### src/rtl/mod12_cnt_sequencer.sv
// ---------------------------------------------------------------------------
// mod12_cnt_sequencer
//
// Purpose:
//   Command-driven controller for a loadable mod-MOD up/down counter. It
//   accepts LOAD / UP / DOWN / SEEK commands over a valid/ready handshake. It
//   drives the counter's mode/load/data_in pins. It keeps a shadow copy of
//   the value the counter should hold.
//
//   Between commands the counter is held by re-loading the shadow value
//   every cycle. SEEK picks the shorter direction around the ring. A tie
//   goes up.
//
// Optional feature:
//   Define MOD12_SEQ_CHECK_EN to compare the counter's data_out against the
//   shadow every cycle. This adds the err_sticky and mism_cnt outputs. When
//   the macro is undefined, cnt_data_out is ignored.
//
// Ports:
//   clk          in   1       single clock, all state on posedge
//   rst          in   1       synchronous reset, active-high
//   cmd_valid    in   1       command present
//   cmd_ready    out  1       command can be accepted (IDLE only)
//   cmd_op       in   2       00 LOAD, 01 UP, 10 DOWN, 11 SEEK
//   cmd_arg      in   CW      LOAD/SEEK target, UP/DOWN step count
//   cnt_mode     out  1       counter mode (1 = up, 0 = down)
//   cnt_load     out  1       counter load
//   cnt_data_in  out  CW      counter load data
//   cnt_data_out in   CW      counter value fed back
//   busy         out  1       command in progress
//   done         out  1       one-cycle pulse after a command completes
//   cmd_err      out  1       one-cycle pulse, illegal LOAD/SEEK target
//   cur_val      out  CW      shadow of the expected counter value
//   err_sticky   out  1       (check build) a mismatch has been seen
//   mism_cnt     out  8       (check build) saturating mismatch count
// ---------------------------------------------------------------------------
module mod12_cnt_sequencer #(
  parameter int MOD    = 12,
  parameter int CW     = 4,
  parameter int STEP_W = 4
) (
  input  logic          clk,
  input  logic          rst,
  input  logic          cmd_valid,
  output logic          cmd_ready,
  input  logic [1:0]    cmd_op,
  input  logic [CW-1:0] cmd_arg,
  output logic          cnt_mode,
  output logic          cnt_load,
  output logic [CW-1:0] cnt_data_in,
  input  logic [CW-1:0] cnt_data_out,
  output logic          busy,
  output logic          done,
  output logic          cmd_err,
  output logic [CW-1:0] cur_val
`ifdef MOD12_SEQ_CHECK_EN
  ,
  output logic          err_sticky,
  output logic [7:0]    mism_cnt
`endif
);

  typedef enum logic [2:0] {
    S_IDLE,
    S_LOAD,
    S_UP,
    S_DOWN,
    S_NOP
  } state_t;

  localparam logic [1:0] OP_LOAD = 2'b00;
  localparam logic [1:0] OP_UP   = 2'b01;
  localparam logic [1:0] OP_DOWN = 2'b10;
  localparam logic [1:0] OP_SEEK = 2'b11;

  // One extra bit so modular arithmetic on CW-bit values cannot overflow.
  localparam logic [CW:0]   MOD_X  = (CW+1)'(MOD);
  localparam logic [CW:0]   HALF_X = (CW+1)'(MOD / 2);
  localparam logic [CW-1:0] MAX_V  = CW'(MOD - 1);

  state_t              state;
  state_t              next_state;
  logic [CW-1:0]       shadow;
  logic [CW-1:0]       arg_q;
  logic [STEP_W-1:0]   steps;
  logic [STEP_W-1:0]   start_steps;
  logic                done_q;
  logic                err_q;
  logic                reject;
  logic                arg_legal;
  logic [CW:0]         diff_raw;
  logic [CW:0]         seek_d;

  // This block holds the state register and the datapath registers.
  // The shadow register moves on the same edge as the counter. It is
  // loaded at the end of the LOAD cycle and stepped on every counting edge.
  // As a result, it always equals the counter value after each edge.
  always_ff @(posedge clk) begin
    if (rst) begin
      state  <= S_IDLE;
      shadow <= '0;
      arg_q  <= '0;
      steps  <= '0;
      done_q <= 1'b0;
      err_q  <= 1'b0;
    end else begin
      state  <= next_state;
      done_q <= (state != S_IDLE) && (next_state == S_IDLE);
      err_q  <= reject;
      unique case (state)
        S_IDLE: begin
          if (cmd_valid) begin
            arg_q <= cmd_arg;
            steps <= start_steps;
          end
        end
        S_LOAD: begin
          shadow <= arg_q;
        end
        S_UP: begin
          shadow <= (shadow == MAX_V) ? '0 : shadow + CW'(1);
          steps  <= steps - STEP_W'(1);
        end
        S_DOWN: begin
          shadow <= (shadow == '0) ? MAX_V : shadow - CW'(1);
          steps  <= steps - STEP_W'(1);
        end
        default: begin
        end
      endcase
    end
  end

  // This block decodes commands and computes the next state.
  // For SEEK, the signed distance around the ring is folded into a
  // direction and a step count. A distance of exactly half the ring goes up.
  always_comb begin
    next_state  = state;
    reject      = 1'b0;
    start_steps = '0;
    arg_legal   = {1'b0, cmd_arg} < MOD_X;
    diff_raw    = {1'b0, cmd_arg} + MOD_X - {1'b0, shadow};
    seek_d      = (diff_raw >= MOD_X) ? diff_raw - MOD_X : diff_raw;
    unique case (state)
      S_IDLE: begin
        if (cmd_valid) begin
          unique case (cmd_op)
            OP_LOAD: begin
              if (arg_legal) next_state = S_LOAD;
              else           reject     = 1'b1;
            end
            OP_UP: begin
              start_steps = STEP_W'(cmd_arg);
              next_state  = (cmd_arg == '0) ? S_NOP : S_UP;
            end
            OP_DOWN: begin
              start_steps = STEP_W'(cmd_arg);
              next_state  = (cmd_arg == '0) ? S_NOP : S_DOWN;
            end
            OP_SEEK: begin
              if (!arg_legal) begin
                reject = 1'b1;
              end else if (seek_d == '0) begin
                next_state = S_NOP;
              end else if (seek_d <= HALF_X) begin
                start_steps = STEP_W'(seek_d);
                next_state  = S_UP;
              end else begin
                start_steps = STEP_W'(MOD_X - seek_d);
                next_state  = S_DOWN;
              end
            end
            default: begin
            end
          endcase
        end
      end
      S_LOAD:  next_state = S_IDLE;
      S_NOP:   next_state = S_IDLE;
      S_UP,
      S_DOWN:  if (steps == STEP_W'(1)) next_state = S_IDLE;
      default: next_state = S_IDLE;
    endcase
  end

  // This block drives all outputs from registers only.
  // Outside counting states the counter is re-loaded so that it holds
  // its value.
  always_comb begin
    cmd_ready   = (state == S_IDLE);
    busy        = (state != S_IDLE);
    done        = done_q;
    cmd_err     = err_q;
    cur_val     = shadow;
    cnt_load    = !((state == S_UP) || (state == S_DOWN));
    cnt_mode    = (state == S_UP);
    cnt_data_in = (state == S_LOAD) ? arg_q : shadow;
  end

`ifdef MOD12_SEQ_CHECK_EN
  logic chk_q;

  // This block compares the counter against the shadow.
  // The counter is driven (loaded or stepped) on every non-reset edge.
  // The comparison therefore starts in the cycle after reset is released.
  always_ff @(posedge clk) begin
    if (rst) begin
      chk_q      <= 1'b0;
      err_sticky <= 1'b0;
      mism_cnt   <= '0;
    end else begin
      chk_q <= 1'b1;
      if (chk_q && (cnt_data_out != shadow)) begin
        err_sticky <= 1'b1;
        if (mism_cnt != 8'hFF) mism_cnt <= mism_cnt + 8'd1;
      end
    end
  end
`else
  logic unused_data_out;
  assign unused_data_out = ^cnt_data_out;
`endif

endmodule

### config.mk
export PLATFORM = sky130hd
export DESIGN_NAME = mod12_cnt_sequencer
export DESIGN_NICKNAME = d
export VERILOG_FILES = /design/src/rtl/mod12_cnt_sequencer.sv
export SDC_FILE = /design/constraint.sdc
export NUM_CORES = 1
export LEC_CHECK = 0
export BUFFER_PORTS_ARGS = -buffer_cell sky130_fd_sc_hd__buf_2
export CORE_MARGIN = 5
export CORE_UTILIZATION = 56
export CTS_CLUSTER_SIZE = 24
export DETAILED_ROUTE_END_ITERATION = 10
export GPL_ROUTABILITY_DRIVEN = 0
export PLACE_DENSITY = 0.88
export SETUP_SLACK_MARGIN = 0.02
export SYNTH_ARGS = -nofsm -noshare
export SYNTH_HDL_FRONTEND = slang
export SYNTH_SLANG_ARGS = --single-unit
export TNS_END_PERCENT = 10
### constraint.sdc
create_clock -name clk -period 3.6 [get_ports clk]
set_input_delay 0.18 -clock clk [delete_from_list [all_inputs] [get_ports clk]]
set_output_delay 0.18 -clock clk [all_outputs]
set_load 0.01 [all_outputs]
==> key figures, run 1 <==
Timing
  • Relative slew slack: ~60%
  • Setup Viol. Count Final: 0
  • Fraction of the cycle the final worst path needs: 92.5%
  • Fin. max-slew vios: 0
  • Least-Margin Pin Slew: 0.600 ns
  • Crit path time final: between 3 and 4 ns
  • Final setup margin: 0.271 ns
  • Achievable Freq: 300 MHz
  • Setup_tns: 0 ns
  • Final Hold Vio Count: 0
  • Setup repair after global routing missed its margin: false
  • Fin Clk Skew: 0.00380 ns

CTS
  • CTS resizes: 0
  • CTS root buffer: clkbuf_4
  • CTS clk-pin slew, worst paths: ~0.10 ns
  • Num CTS Buffers: 3
  • CTS Buffer Depth: 2
  • H-Tree Depth: 1
  • Latest clock arrival within the worst-skew pair: 0.28 ns
  • Post-CTS setup buffer count: 0
  • # hold bufs at CTS: 0
  • Clk sinks: 17
  • CTS tree: yes

Detailed routing
  • Met2 wire len: roughly 1800 µm
  • WL met3: between 200 and 300 µm
  • Top Metal Used: met4
  • Pre-antenna DRT Iters: 7
  • Routed met1 length: 1610 µm
  • Routed Antenna Nets: 0
  • Post-Route WL: 3780 µm
  • Vias/cell: 5.97
  • Drt wl/cell: between 10 and 15 µm
  • Starting DRT DRC Count: approximately 100
  • Vias: between 1.5k and 2k
  • DRC: 0

Power
  • Leakage: between 0.8 and 0.9 nW
  • Peak VDD IR: ~0.00035 V
  • PwrDens: 495 mW/mm²

Worst setup path
  • Crit Reg-Reg Endpoint: steps[1]
  • Worst R2R Start: cur_val[1]
  • Critical Path Max Stage Delay: 0.45 ns
  • R2R setup slack: 0.27 ns
  • Worst Path Arrival: between 3 and 4 ns
  • CP Max Fanout: 7
  • CP Cell Sequence: inv_1 -> ha_1 -> ha_1 -> fa_1 -> xor2_1 -> ha_1 -> nand3b_1 -> nand2_1 -> o21ai_1 -> mux2_4 -> a2111oi_1 -> o21a_1
  • CP endpoint kind: flip-flop
  • Critical Path RT: 3.84 ns
  • Kind of critical path: reg -> reg
  • CP startpoint: cur_val[1]
  • Cell mode on critical path: ha_1
  • Crit-path slowest cell: dfxtp_1
  • R2R depth: 12
  • Worst Setup Start Kind: flip-flop

Synthesis
  • Largest family of logic cells by synthesized area: simple AND/OR/NAND/NOR gates
  • Top cell type's share of synthesized area: 20.8%
  • Mean area per synthesized cell: between 7 and 8 µm²
  • Yosys cell types: 54
  • Area leader, netlist: dfxtp_1
  • Fraction of the mapped netlist area in simple logic gates: roughly a quarter
  • Seq cells post-synth: 17
  • Synth Net Count: approximately 250
  • Compound-Gate Fraction of Synth Area: 23.8%
  • Post-synthesis instance area: 0.00163 mm²
  • Ys flop type: dfxtp_1
  • Synth Area in XOR/XNOR: 1.61%
  • Sequential area share after synthesis: 20.8%
  • Syn. warnings: 0
  • Post-synth EDFFs: 0
  • Adder-Cell Fraction of Synth Area: 15.0%
  • Top cells by area, synth: dfxtp_1 21%, ha_1 14%, nand2_1 6.2%, nor2_1 5.3%, inv_1 5.1%
  • Post-synthesis mux area share: ~5.0%
  • Synth Instances: 222
  • Async set or reset register ratio after synthesis: 0%

Cells and area
  • Reg area: 340 µm²
  • Area of the multi-input gates: 0.00118 mm²
  • Most common cell after layout, fill and taps aside: nand2_1
  • ANT cells: 0
  • Nets: 277
  • Fin area: roughly 0.0018 mm²
  • Commonest cells after routing, fill and taps aside: 27 x nand2_1, 23 x nor2_1, 22 x inv_1, 22 x buf_2, 18 x ha_1
  • Util after Layout: between 60% and 70%
  • FILL cells: approximately 260
  • Synth-to-layout area growth: 10.7%
  • Share of layout cells above drive strength 1: between 10% and 20%

Hold path
  • Hold Crit Depth: 3
  • HP Class: in -> reg
  • Hold path start: cmd_arg[0]
  • Hold EP: arg_q[0]

Global routing
  • Global-route usage over all layers: 19.1%
  • GR Overflow Total: 0
  • Initial antenna violation count: 0
  • Vias in the first global route: 1,462
  • First-pass GRT wire length: 6630 µm
  • Largest net degree at the start of global routing: 18

Outcome
  • Status: finished, final reports clean

Die
  • Cell Rows: 19
  • Core ar.: 0.00278 mm²
  • Top Ports: 27
  • Horiz. Die Dim: 64.0 µm
  • Initial Util: roughly three fifths
  • Die area: a little over 0.004 mm²
  • Die Y-Extent: 64.0 µm

Flow run
  • Max cap viols: 0

Placement
  • I/O Buffers: 22
  • Pre-CTS WS: 0.299 ns
  • Post-DP HPWL: 2960 µm
  • DP Area: 0.00178 mm²
[through the flow]
step / hold WS, ns / cells / total power, mW
3_5_place_dp: 0.449 / 271 / 0.791
2_1_floorplan: 0.316 / 222 / 0.656
5_1_grt: 0.177 / 275 / 0.980
4_1_cts: 0.157 / 275 / 0.894
6_report: 0.158 / 275 / 0.896
3_3_place_gp: 0.445 / 271 / 0.776
[worst max path at each step]
stage | to | slack [ns]
2_1_floorplan | steps[1] | 0.36
5_1_grt | steps[1] | 0.04
3_5_place_dp | steps[1] | 0.30
3_3_place_gp | steps[1] | 0.42
6_report | steps[1] | 0.27
4_1_cts | steps[1] | 0.26
[kinds of logic after synthesis]
| group | after synthesis |
|---|---|
| mux | 6 |
| simple gates | 88 |
| flops | 17 |
| xor+xnor | 3 |
| compound gates | 58 |
| buf+inv | 31 |
| fa+ha+maj | 19 |
[worst max-delay path, delay by kind of cell, from the launching register on]
kind	cells	cell delay, ns
buf+inv	1	0.12
xor+xnor	1	0.23
flops	1	0.45
mux	1	0.29
compound gates	3	0.65
fa+ha+maj	4	1.24
simple gates	2	0.29
[report_power, final]
group          switching, mW  internal (mW)  total, mW
Combinational          0.302          0.252      0.554
Clock                 0.0604         0.0430      0.103
Sequential            0.0287          0.210      0.239
Total                  0.392          0.505      0.896
[registers in the layout, indices dropped and copies added (netlist names)]
signal	count
state	3
cur_val	4
steps	4
cmd_err	1
arg_q	4
done	1
[routing by layer]
layer,up-vias,track usage [%]
met3,4,0.876
met2,65,31.5
met5,-,0
li1,833,-
met4,0,5.45
met1,740,26.9
[synth_stat cells, drive strengths merged, types with 2 or more instances]
cell type / instances
a211o: 2
o21ai: 15
mux2: 4
nand2b: 5
xnor2: 2
nor3b: 2
nand2: 27
nand4: 2
nor3: 9
o21bai: 2
clkbuf: 7
or3: 4
o211ai: 3
dfxtp: 17
ha: 18
a21oi: 16
inv: 22
a32oi: 2
a211oi: 2
a31oi: 2
nor4: 3
nand3: 3
nor2b: 4
a311oi: 2
nor2: 23
a21o: 2
[cell type report]
| type | count | share of cell area, % |
|---|---|---|
| inverters | 23 | 4.77 |
| repair buffers | 26 | 7.75 |
| clock buffers | 4 | 1.45 |
| flip-flops and latches | 17 | 18.8 |
| multi-input cells | 174 | 65.1 |
| well taps | 31 | 2.14 |
(Power assumes the default switching activity.)
==> run 2: changes to the inputs <==
==> constraint.sdc (replaced) <==
create_clock -name clk -period 3.1 [get_ports clk]
set_input_delay 0.155 -clock clk [delete_from_list [all_inputs] [get_ports clk]]
set_output_delay 0.155 -clock clk [all_outputs]
set_load 0.01 [all_outputs]
==> key figures, run 2 (synthesized netlist as in run 1, its figures left out) <==
Timing
  • Fraction of the cycle the final worst path needs: 95.7% (+3.3 points)
  • Crit path time final: 2.97 ns (-0.361 ns)
  • Least-Margin Pin Slew: 0.596 ns (-0.00349 ns)
  • Setup Viol. Count Final: 0 (unchanged)
  • Relative slew slack: 60.2% (+0.23 points)
  • Setup repair after global routing missed its margin: false
  • WHS: 0.119 ns (-0.0390 ns)
  • Fin Clk Skew: 0.00214 ns (-0.00167 ns)
  • Final Hold Vio Count: 0 (unchanged)
  • Final setup margin: 0.132 ns (-0.139 ns)
  • Setup_tns: 0 ns (unchanged)
  • Achievable Freq: 337 MHz (+12%)
  • Fin. max-slew vios: 0 (unchanged)

Power
  • Net Sw Frac: 44.2% (+0.46 points)
  • Sw Pwr: 0.489 mW (+25%)
  • Logic pwr share: 64.0% (+2.2 points)
  • Clock power share: 11.4% (about the same)
  • PwrDens: 593 mW/mm² (+20%)
  • Leakage: 0.849 nW (+1.7%)
  • Peak VDD IR: 0.000418 V (+19%)
  • P_int: 0.619 mW (+23%)
  • Seq pwr share: 24.6% (-2.0 points)

Detailed routing
  • Vias: 1,662 (+1.2%)
  • Starting DRT DRC Count: 106 (+3.9%)
  • Post-Route WL: 3970 µm (+5.0%)
  • Drt wl/cell: 14.3 µm (+4.3%)
  • Routed Antenna Nets: 0 (unchanged)
  • DRC: 0 (unchanged)
  • Vias/cell: 6.00 (+0.49%)
  • Pre-antenna DRT Iters: 5 (-2)

Worst setup path
  • Kind of critical path: reg -> reg
  • Worst R2R Start: cur_val[1]
  • Critical Path RT: 3.34 ns (-0.50 ns)
  • CP startpoint: cur_val[1]
  • Critical Path Sink: state[2]
  • R2R setup slack: 0.13 ns (-0.14 ns)
  • CP endpoint kind: flip-flop
  • Worst Setup Start Kind: flip-flop
  • Crit Reg-Reg Endpoint: state[2]
  • CP Max Fanout: 5 (-2)
  • R2R depth: 11 (-1)
  • Worst Path Arrival: 3.21 ns (-0.35 ns)

Placement
  • Pre-CTS WS: -0.00973 ns (-0.309 ns)
  • I/O Buffers: 22 (unchanged)
  • Post-DP HPWL: 3120 µm (+5.3%)

CTS
  • CTS root buffer: clkbuf_4
  • Num CTS Buffers: 3 (unchanged)
  • Clk sinks: 17 (unchanged)
  • Post-CTS setup buffer count: 0 (unchanged)
  • Latest clock arrival within the worst-skew pair: 0.30 ns (+0.02 ns)
  • H-Tree Depth: 1 (unchanged)
  • CTS Buffer Depth: 2 (unchanged)
  • CTS tree: yes
  • # hold bufs at CTS: 0 (unchanged)
  • CTS clk-pin slew, worst paths: 0.10 ns (about the same)

Die
  • Core ar.: 0.00278 mm² (unchanged)
  • Top Ports: 27 (unchanged)
  • Horiz. Die Dim: 64.0 µm (unchanged)
  • Cell Rows: 19 (unchanged)
  • Initial Util: 58.7% (unchanged)
  • Die Y-Extent: 64.0 µm (unchanged)
  • Die area: 0.00410 mm² (unchanged)

Global routing
  • Global-route usage over all layers: 20.7% (+1.6 points)
  • First-pass GRT wire length: 7000 µm (+5.5%)
  • Largest net degree at the start of global routing: 18 (unchanged)
  • GR Overflow Total: 0 (unchanged)
  • Initial antenna violation count: 0 (unchanged)
  • Vias in the first global route: 1,551 (+6.1%)

Hold path
  • Hold Crit Depth: 3 (unchanged)
  • HP Class: in -> reg

Cells and area
  • Share of layout cells above drive strength 1: 20.7% (+3.1 points)
  • FILL cells: 243 (-7.3%)
  • Nets: 279 (+0.72%)
  • ANT cells: 0 (unchanged)
  • Most common cell after layout, fill and taps aside: nand2_1
  • Util after Layout: 67.1% (+2.1 points)
  • Synth-to-layout area growth: 14.2%
  • Commonest cells after routing, fill and taps aside: 27 x nand2_1, 23 x nor2_1, 22 x inv_1, 22 x buf_2

Outcome
  • Status: finished, final reports clean

Flow run
  • Max cap viols: 0 (unchanged)
==> run 2: power groups by stage <==
| stage | logic (mW) | registers [mW] | clock network (mW) |
|---|---|---|---|
| 3_5_place_dp | 0.654 | 0.278 | 0 |
| 6_report | 0.709 | 0.273 | 0.126 |
| 4_1_cts | 0.675 | 0.272 | 0.127 |
| 2_1_floorplan | 0.491 | 0.276 | 0 |
| 3_3_place_gp | 0.631 | 0.277 | 0 |
| 5_1_grt | 0.789 | 0.277 | 0.140 |
==> run 2: how the worst min path moves through the flow <==
| stage | start | endpoint | slack [ns] |
|---|---|---|---|
| after floorplan | cmd_arg[2] | arg_q[2] | 0.29 |
| after global placement | cmd_arg[0] | arg_q[0] | 0.44 |
| after detailed placement | arg_q[2] | arg_q[2] | 0.44 |
| after CTS | cmd_arg[0] | arg_q[0] | 0.12 |
| after global routing | cmd_arg[0] | arg_q[0] | 0.11 |
| final | cmd_arg[0] | arg_q[0] | 0.12 |
==> run 2: per-stage QoR <==
| step | total power [mW] | cell area, µm² | instances |
|---|---|---|---|
| 4_1_cts | 1.08 | 1850 | 277 |
| 2_1_floorplan | 0.767 | 1640 | 222 |
| 6_report | 1.11 | 1870 | 277 |
| 3_3_place_gp | 0.907 | 1810 | 273 |
| 5_1_grt | 1.21 | 1870 | 277 |
| 3_5_place_dp | 0.932 | 1810 | 273 |
==> run 2: timing repair <==
action                                  4_1_cts  5_1_grt
hold endpoints to repair                      0        0
pin swaps                                     0        1
endpoints found under the setup margin        2        3
gates resized for setup                       3        2
==> run 2: cell type report <==
type | instances | area (µm²) | area share (%)
clock buffer | 4 | 26.3 | 1.41
inverter | 23 | 86.3 | 4.62
multi-input combinational | 174 | 1220 | 65.3
sequential | 17 | 342 | 18.3
tap | 31 | 38.8 | 2.08
timing repair buffer | 28 | 155 | 8.31
==> run 2: critical path: stages, from the launching register on <==
cell      delay (ns)
dfxtp_2         0.34
inv_1           0.07
ha_1            0.28
ha_2            0.21
fa_2            0.36
xor2_2          0.20
ha_4            0.24
nand2b_1        0.15
or4_4           0.45
a311oi_4        0.35
o21ai_1         0.12
a21boi_1        0.13
==> run 2: metal layers <==
layer | up-vias | track usage, % | wire length [µm] | part of all wire [%]
met4 | 0 | 9.61 | 97 | 2.4
met1 | 749 | 27.0 | 1750 | 44
li1 | 834 | - | - | -
met2 | 70 | 33.9 | 1880 | 47
met5 | - | 0 | 0 | 0
met3 | 9 | 2.45 | 243 | 6.1
